<file path="src/rtl/de_selector1n.sv">
// 1:N demultiplexer with a one-word register per channel, addressed or round-robin routing.
// A word is accepted when its target channel is empty or draining that cycle, and it appears one clock later.
module de_selector1n #(
  parameter int DW  = 8,
  parameter int NCH = 4,
  localparam int SW = $clog2(NCH)
) (
  input  logic              iClk,
  input  logic              iRst,
  input  logic [DW-1:0]     iC,
  input  logic              iValid,
  output logic              oReady,
  input  logic [SW-1:0]     iSel,
  input  logic              iMode,
  output logic [NCH*DW-1:0] oZ,
  output logic [NCH-1:0]    oValid,
  input  logic [NCH-1:0]    iReady,
  output logic [SW-1:0]     oPtr
);

  logic [NCH-1:0][DW-1:0] z_q;
  logic [NCH-1:0]         vld_q;
  logic [SW-1:0]          ptr_q;
  logic [SW-1:0]          tgt;
  logic                   accept;

  assign tgt    = iMode ? ptr_q : iSel;
  // A full target can still take a word in the same cycle its consumer drains it.
  assign oReady = ~vld_q[tgt] | iReady[tgt];
  assign accept = iValid & oReady;

  always_ff @(posedge iClk) begin
    if (iRst) begin
      z_q   <= '0;
      vld_q <= '0;
      ptr_q <= '0;
    end else begin
      for (int k = 0; k < NCH; k++) begin
        if (accept && (tgt == SW'(k))) begin
          z_q[k]   <= iC;
          vld_q[k] <= 1'b1;
        end else if (iReady[k]) begin
          vld_q[k] <= 1'b0;
        end
      end
      if (accept && iMode) ptr_q <= ptr_q + SW'(1);
    end
  end

  assign oZ     = z_q;
  assign oValid = vld_q;
  assign oPtr   = ptr_q;

endmodule

</file>
<file path="config.mk">
export PLATFORM = sky130hd
export DESIGN_NAME = de_selector1n
export DESIGN_NICKNAME = d
export VERILOG_FILES = /design/src/rtl/de_selector1n.sv
export SDC_FILE = /design/constraint.sdc
export NUM_CORES = 1
export LEC_CHECK = 0
export ABC_CLOCK_PERIOD_IN_PS = 1900
export BUFFER_PORTS_ARGS = -buffer_cell sky130_fd_sc_hd__buf_4
export CORE_ASPECT_RATIO = 0.75
export CORE_MARGIN = 2
export CORE_UTILIZATION = 45
export CTS_CLUSTER_DIAMETER = 50
export DETAILED_ROUTE_END_ITERATION = 10
export PLACE_DENSITY = 0.75
export SYNTH_ARGS = -nofsm -noshare
export SYNTH_HDL_FRONTEND = slang
export SYNTH_SLANG_ARGS = --single-unit
</file>
<file path="constraint.sdc">
create_clock -name iClk -period 1.9 [get_ports iClk]
set_input_delay 0.19 -clock iClk [delete_from_list [all_inputs] [get_ports iClk]]
set_output_delay 0.19 -clock iClk [all_outputs]
set_load 0.01 [all_outputs]
</file>
* Word-level counts from Yosys, hierarchy flattened
Index checks and enable logic that the tools add are counted.
** Cells by class
- Add/sub/neg operators :: 1
- $lt $le $gt $ge :: 1
- Equality and inequality tests :: 3
- Mux-type cells :: 13
- Bitwise gates (word level) :: 3
- Reductions and logical operators :: 10
** Operators with widths (number)
- 2-to-1 mux 1 bit :: 10
- nonzero test 2 bit :: 4
- logical AND 1 bit :: 5
- binary-select mux 1 bit (select 2 bit) :: 2
- == test 2 bit, second input constant :: 2
- < comparator 2 x 3 -> 1 bit, second input constant :: 1
- adder 2 x 1 -> 2 bit, second input constant :: 1
- == test 2 x 1 -> 1 bit, second input constant :: 1
- zero test 2 bit :: 1
- 2-to-1 mux 2 bit :: 1
- AND 1 bit :: 1
- NOT 1 bit :: 1
- bitwise OR 1 bit :: 1
** Word-level totals
- Register bits :: 38
- Output and inout bits :: 39
- Word-level logic and storage cells :: 40

* Depth between registers and ports, before layout
- Depth after elaboration :: 8
- Depth in mapped cells :: 5
- Gate-level depth less buffers :: 4

* Least setup slack after synthesis
No wires, ideal clock.
- Kind :: register -> register
- Start :: register ptr_q[1] (netlist: oPtr[1])
- End :: register ptr_q[1] (netlist: oPtr[1])
- Arrival :: 1.380 ns
- Slack :: 0.450 ns
- Stages on the path, launching flop included :: 5
- Path buffers :: 0
- Period minus slack after synthesis :: 1.450 ns
- Cell sequence :: dfxtp_1 > mux2i_2 > mux2i_1 > or4_1 > a21oi_1
** On the way
- Cells in the longest elaborated chain, start to end :: 7
- Elaborated cells on any way between the ends :: 10
- Those cells by class :: add/sub (1); mux (5); bitwise (3); reduce/logical (1)
** Ends and longest elaborated chain
- from (decl) :: line 23 : logic [SW-1:0] ptr_q;
- from (signal assigned) :: line 46 : if (accept && iMode) ptr_q <= ptr_q + SW'(1);
- 2-to-1 mux 2 bit :: line 27 : assign tgt = iMode ? ptr_q : iSel;
- binary-select mux 1 bit (select 2 bit) :: line 29 : assign oReady = ~vld_q[tgt] | iReady[tgt];
- 2-to-1 mux 1 bit (not written as such) :: line 29
- NOT 1 bit :: line 29
- bitwise OR 1 bit :: line 29
- AND 1 bit :: line 30 : assign accept = iValid & oReady;
- logical AND 1 bit :: line 46
Parallel ways exist; a longest one is shown, timed or not. The select of a mux whose other input is x is not followed.
A chain may end at the register's enable or synchronous reset.

* Final worst setup path
- Start :: register ptr_q[1] (netlist: oPtr[1])
- End :: output port oReady
** On the way
- Cells in the longest elaborated chain, start to end :: 5
- Elaborated cells on any way between the ends :: 7
- Those cells by class :: mux (5); bitwise (2)
** Ends and longest elaborated chain
- 2-to-1 mux 2 bit * :: line 27
- binary-select mux 1 bit (select 2 bit) :: line 29
- 2-to-1 mux 1 bit (not written as such) :: line 29
- NOT 1 bit :: line 29
- bitwise OR 1 bit * :: line 29
- to (decl) :: line 12 : output logic oReady,
Every way passes the cells marked *; elsewhere a longest branch is shown, timed or not. The select of a mux whose other input is x is not followed.

==> results.md <==
* Post-route minimum period at 1725 ps
* WP data required at about 1700 ps
* VDD IR max at 0.6005 mV
* Core Region at approximately 3000 µm²
* CTS buffer count at 5
* Vias in the first global route at 1089
* Ports at 57
* GRT busiest layer: met2
* Crit-path max FO at 6
* Clock latency on the worst-skew pair at 280 ps
* Placer Congestion at 0.9029
* Pwr/cell area at around 900 nW/µm²
* Final setup violation count at 0
* Largest stage delay, worst path at 360 ps
* H-tree depth at 2
* TNS Setup at 0 ps
* Clk_skew at 6.289 ps
* Distinct cells, synth at 16
* DR vias/cell at 5.108
* Power after layout at roughly 1.8 mW
* Antenna violations before repair at 0
* Largest net degree at the start of global routing at 39
* Fin crit share at approximately 90%
* Detail Route Antenna Nets at 0
* Outcome: complete, no violations
* Final wirelength at 3282 µm
* DRC viols at 0
* CTS Root Cell: clkbuf_8
* Post-DP HPWL at 2416 µm
* Placed Instance Area at 1881 µm²
* Syn Inst Count at 134
* Asr flop ratio synth at 0%
* Slew Viols, Final at 0
* Detailed Routing Iterations Pass 1 at 4
* Critical Path Sink Type: output pin
* Reg clk slew, reported paths at 70 ps
* Hold_buf cts at 0
* Worst hold path type: in2reg
* Die area at about 3600 µm²
* Met1 Use GR at 22.07%
* Synth top area cells: dfxtp_1, mux2i_1, nor2_1
* Buf/Inv on CP at 1
* Met2 Use GR at 33.49%
* YS warnings at 0
* Std cell rows at 17
* Max Root-Sink Buffers at 2
* Non-Filler Instances at between 200 and 250
* Final core occ at 67.84%
* DR WL/cell at 14.15 µm
* Number of flops mapped to enable cells by yosys at 0
* Met3 usage at approximately 7.5%
* Largest area contributor in the netlist: dfxtp_1
* CP delay by family, top: multiplexers
* CTS tree: done
* Final-report hold violation count at 0
* CP Cell Sequence: mux2i_4, mux2i_2, mux2i_1, buf_4
* Final net count at 212
* Yosys top cell area share at around 54%
* Leakage at ~1.1 nW
* Critical path class: reg2out
* RSZ-0062 raised after global routing: no
* Slowest cell on crit path: dfxtp_1
* Slew @ Worst Pin at 503.0 ps
* DIE HEIGHT at about 52 µm
* # resized after CTS at 0
* Top-count cell post-synth: dfxtp_1
* # port buffers at 56
* Most used flip-flop cell after synthesis: dfxtp_1
* Setup crit start kind: register
* # placed instances at 225
* Max Fclk at 579.6 MHz
* Starting DRT DRC Count at 48
* First-pass GRT wire length at between 5000 and 6000 µm
* Synth Register Bits at 38
* Arr. time, crit path at between 1500 and 2000 ps
* Max_cap viols at 0
* Part of the Yosys area used for sequential elements at between 50% and 60%
* Synth cell count leaders: dfxtp_1, mux2i_1, nor2_1
* Max-slew headroom at between 60% and 70%
* Share of post-route cells with drive strength above 1 at between 30 and 40%
* Initial core utilization at between 40% and 50%
* Post-CTS Setup Bufs at 0
* Synth Area per Inst at 10.52 µm²
* GRT overflow at 0
* Via count at between 1000 and 1500
* Die extent in x at 68.64 µm
* CTS Sinks at 38
* All-layer global routing usage at approximately a fifth
* Diodes inserted at 0
* Cell area after layout at 2006 µm²
* Synth Cell Area at 1410 µm²
* Area added between synthesis and finish at 42.24%
* Syn nets at 152
worst register-to-register path, stage by stage, from the launching register on:
cell	delay, ps
dfxtp_1	330
mux2i_1	420
nand4bb_1	250
buf_4	190
mux2i_1	200
nor2_1	60
report_power, final:
part,internal (mW),total [mW],switching (mW)
Clock,0.420,0.678,0.259
Combinational,0.118,0.227,0.109
Sequential,0.830,0.849,0.0190
Total,1.37,1.75,0.387
routing by layer:
layer | share of wire [%] | vias to the layer above
li1 | - | 574
met1 | 38 | 571
met2 | 54 | 38
met3 | 7.2 | 2
met4 | 0.46 | 0
met5 | 0 | -
area by class of cell:
class / instances / area [µm²]
well taps: 38 / 47.55
repair buffers: 61 / 457.9
flip-flops and latches: 38 / 760.7
multi-input cells: 88 / 626.9
fillers: 229 / 950.9
clock buffers: 6 / 82.58
clock inverters: 1 / 30.03
logic make-up after synthesis:
group	Yosys count	share of synthesized area (%)
buf+inv	8	2.484
mux	37	26.53
flops	38	53.95
compound gates	8	3.017
simple gates	43	14.02
flip-flops by register name, summed over array words and instances, names as in the netlist:
name / count
oZ: 32
oValid: 4
oPtr: 2
final timing paths:
path                              start     end  slack, ps  cells past startpoint
worst max register to register  oPtr[0]  oZ[30]        330                      5
worst max-delay path            oPtr[1]  oReady        170                      4
worst min-delay path              iC[4]  oZ[28]        170                      3
worst min register to register   oZ[28]  oZ[28]        500                      2
through the flow:
stage | hold slack [ps] | setup WS, ps
2_1_floorplan | 333.9 | 449.8
3_3_place_gp | 446.3 | 401.7
3_5_place_dp | 460.2 | 264.2
4_1_cts | 169.7 | 39.85
5_1_grt | 172.7 | 76.81
6_report | 174.3 | 174.6
cell usage in the layout (no fill, tap or decap):
cell type / netlist / routed
bufinv_16: 0 / 1
or4_1: 1 / 1
mux2i_2: 1 / 1
dfxtp_1: 38 / 38
or3_1: 1 / 1
nor2_1: 32 / 32
nand4bb_1: 1 / 1
nand2b_1: 4 / 4
nand4b_1: 2 / 2
clkbuf_8: 0 / 6
nand2_1: 1 / 1
mux2i_1: 36 / 35
nand4_1: 1 / 1
buf_4: 0 / 61
o21ai_0: 1 / 1
o31ai_1: 1 / 1
a21oi_1: 6 / 6
mux2i_4: 0 / 1
(Power assumes the default switching activity.)
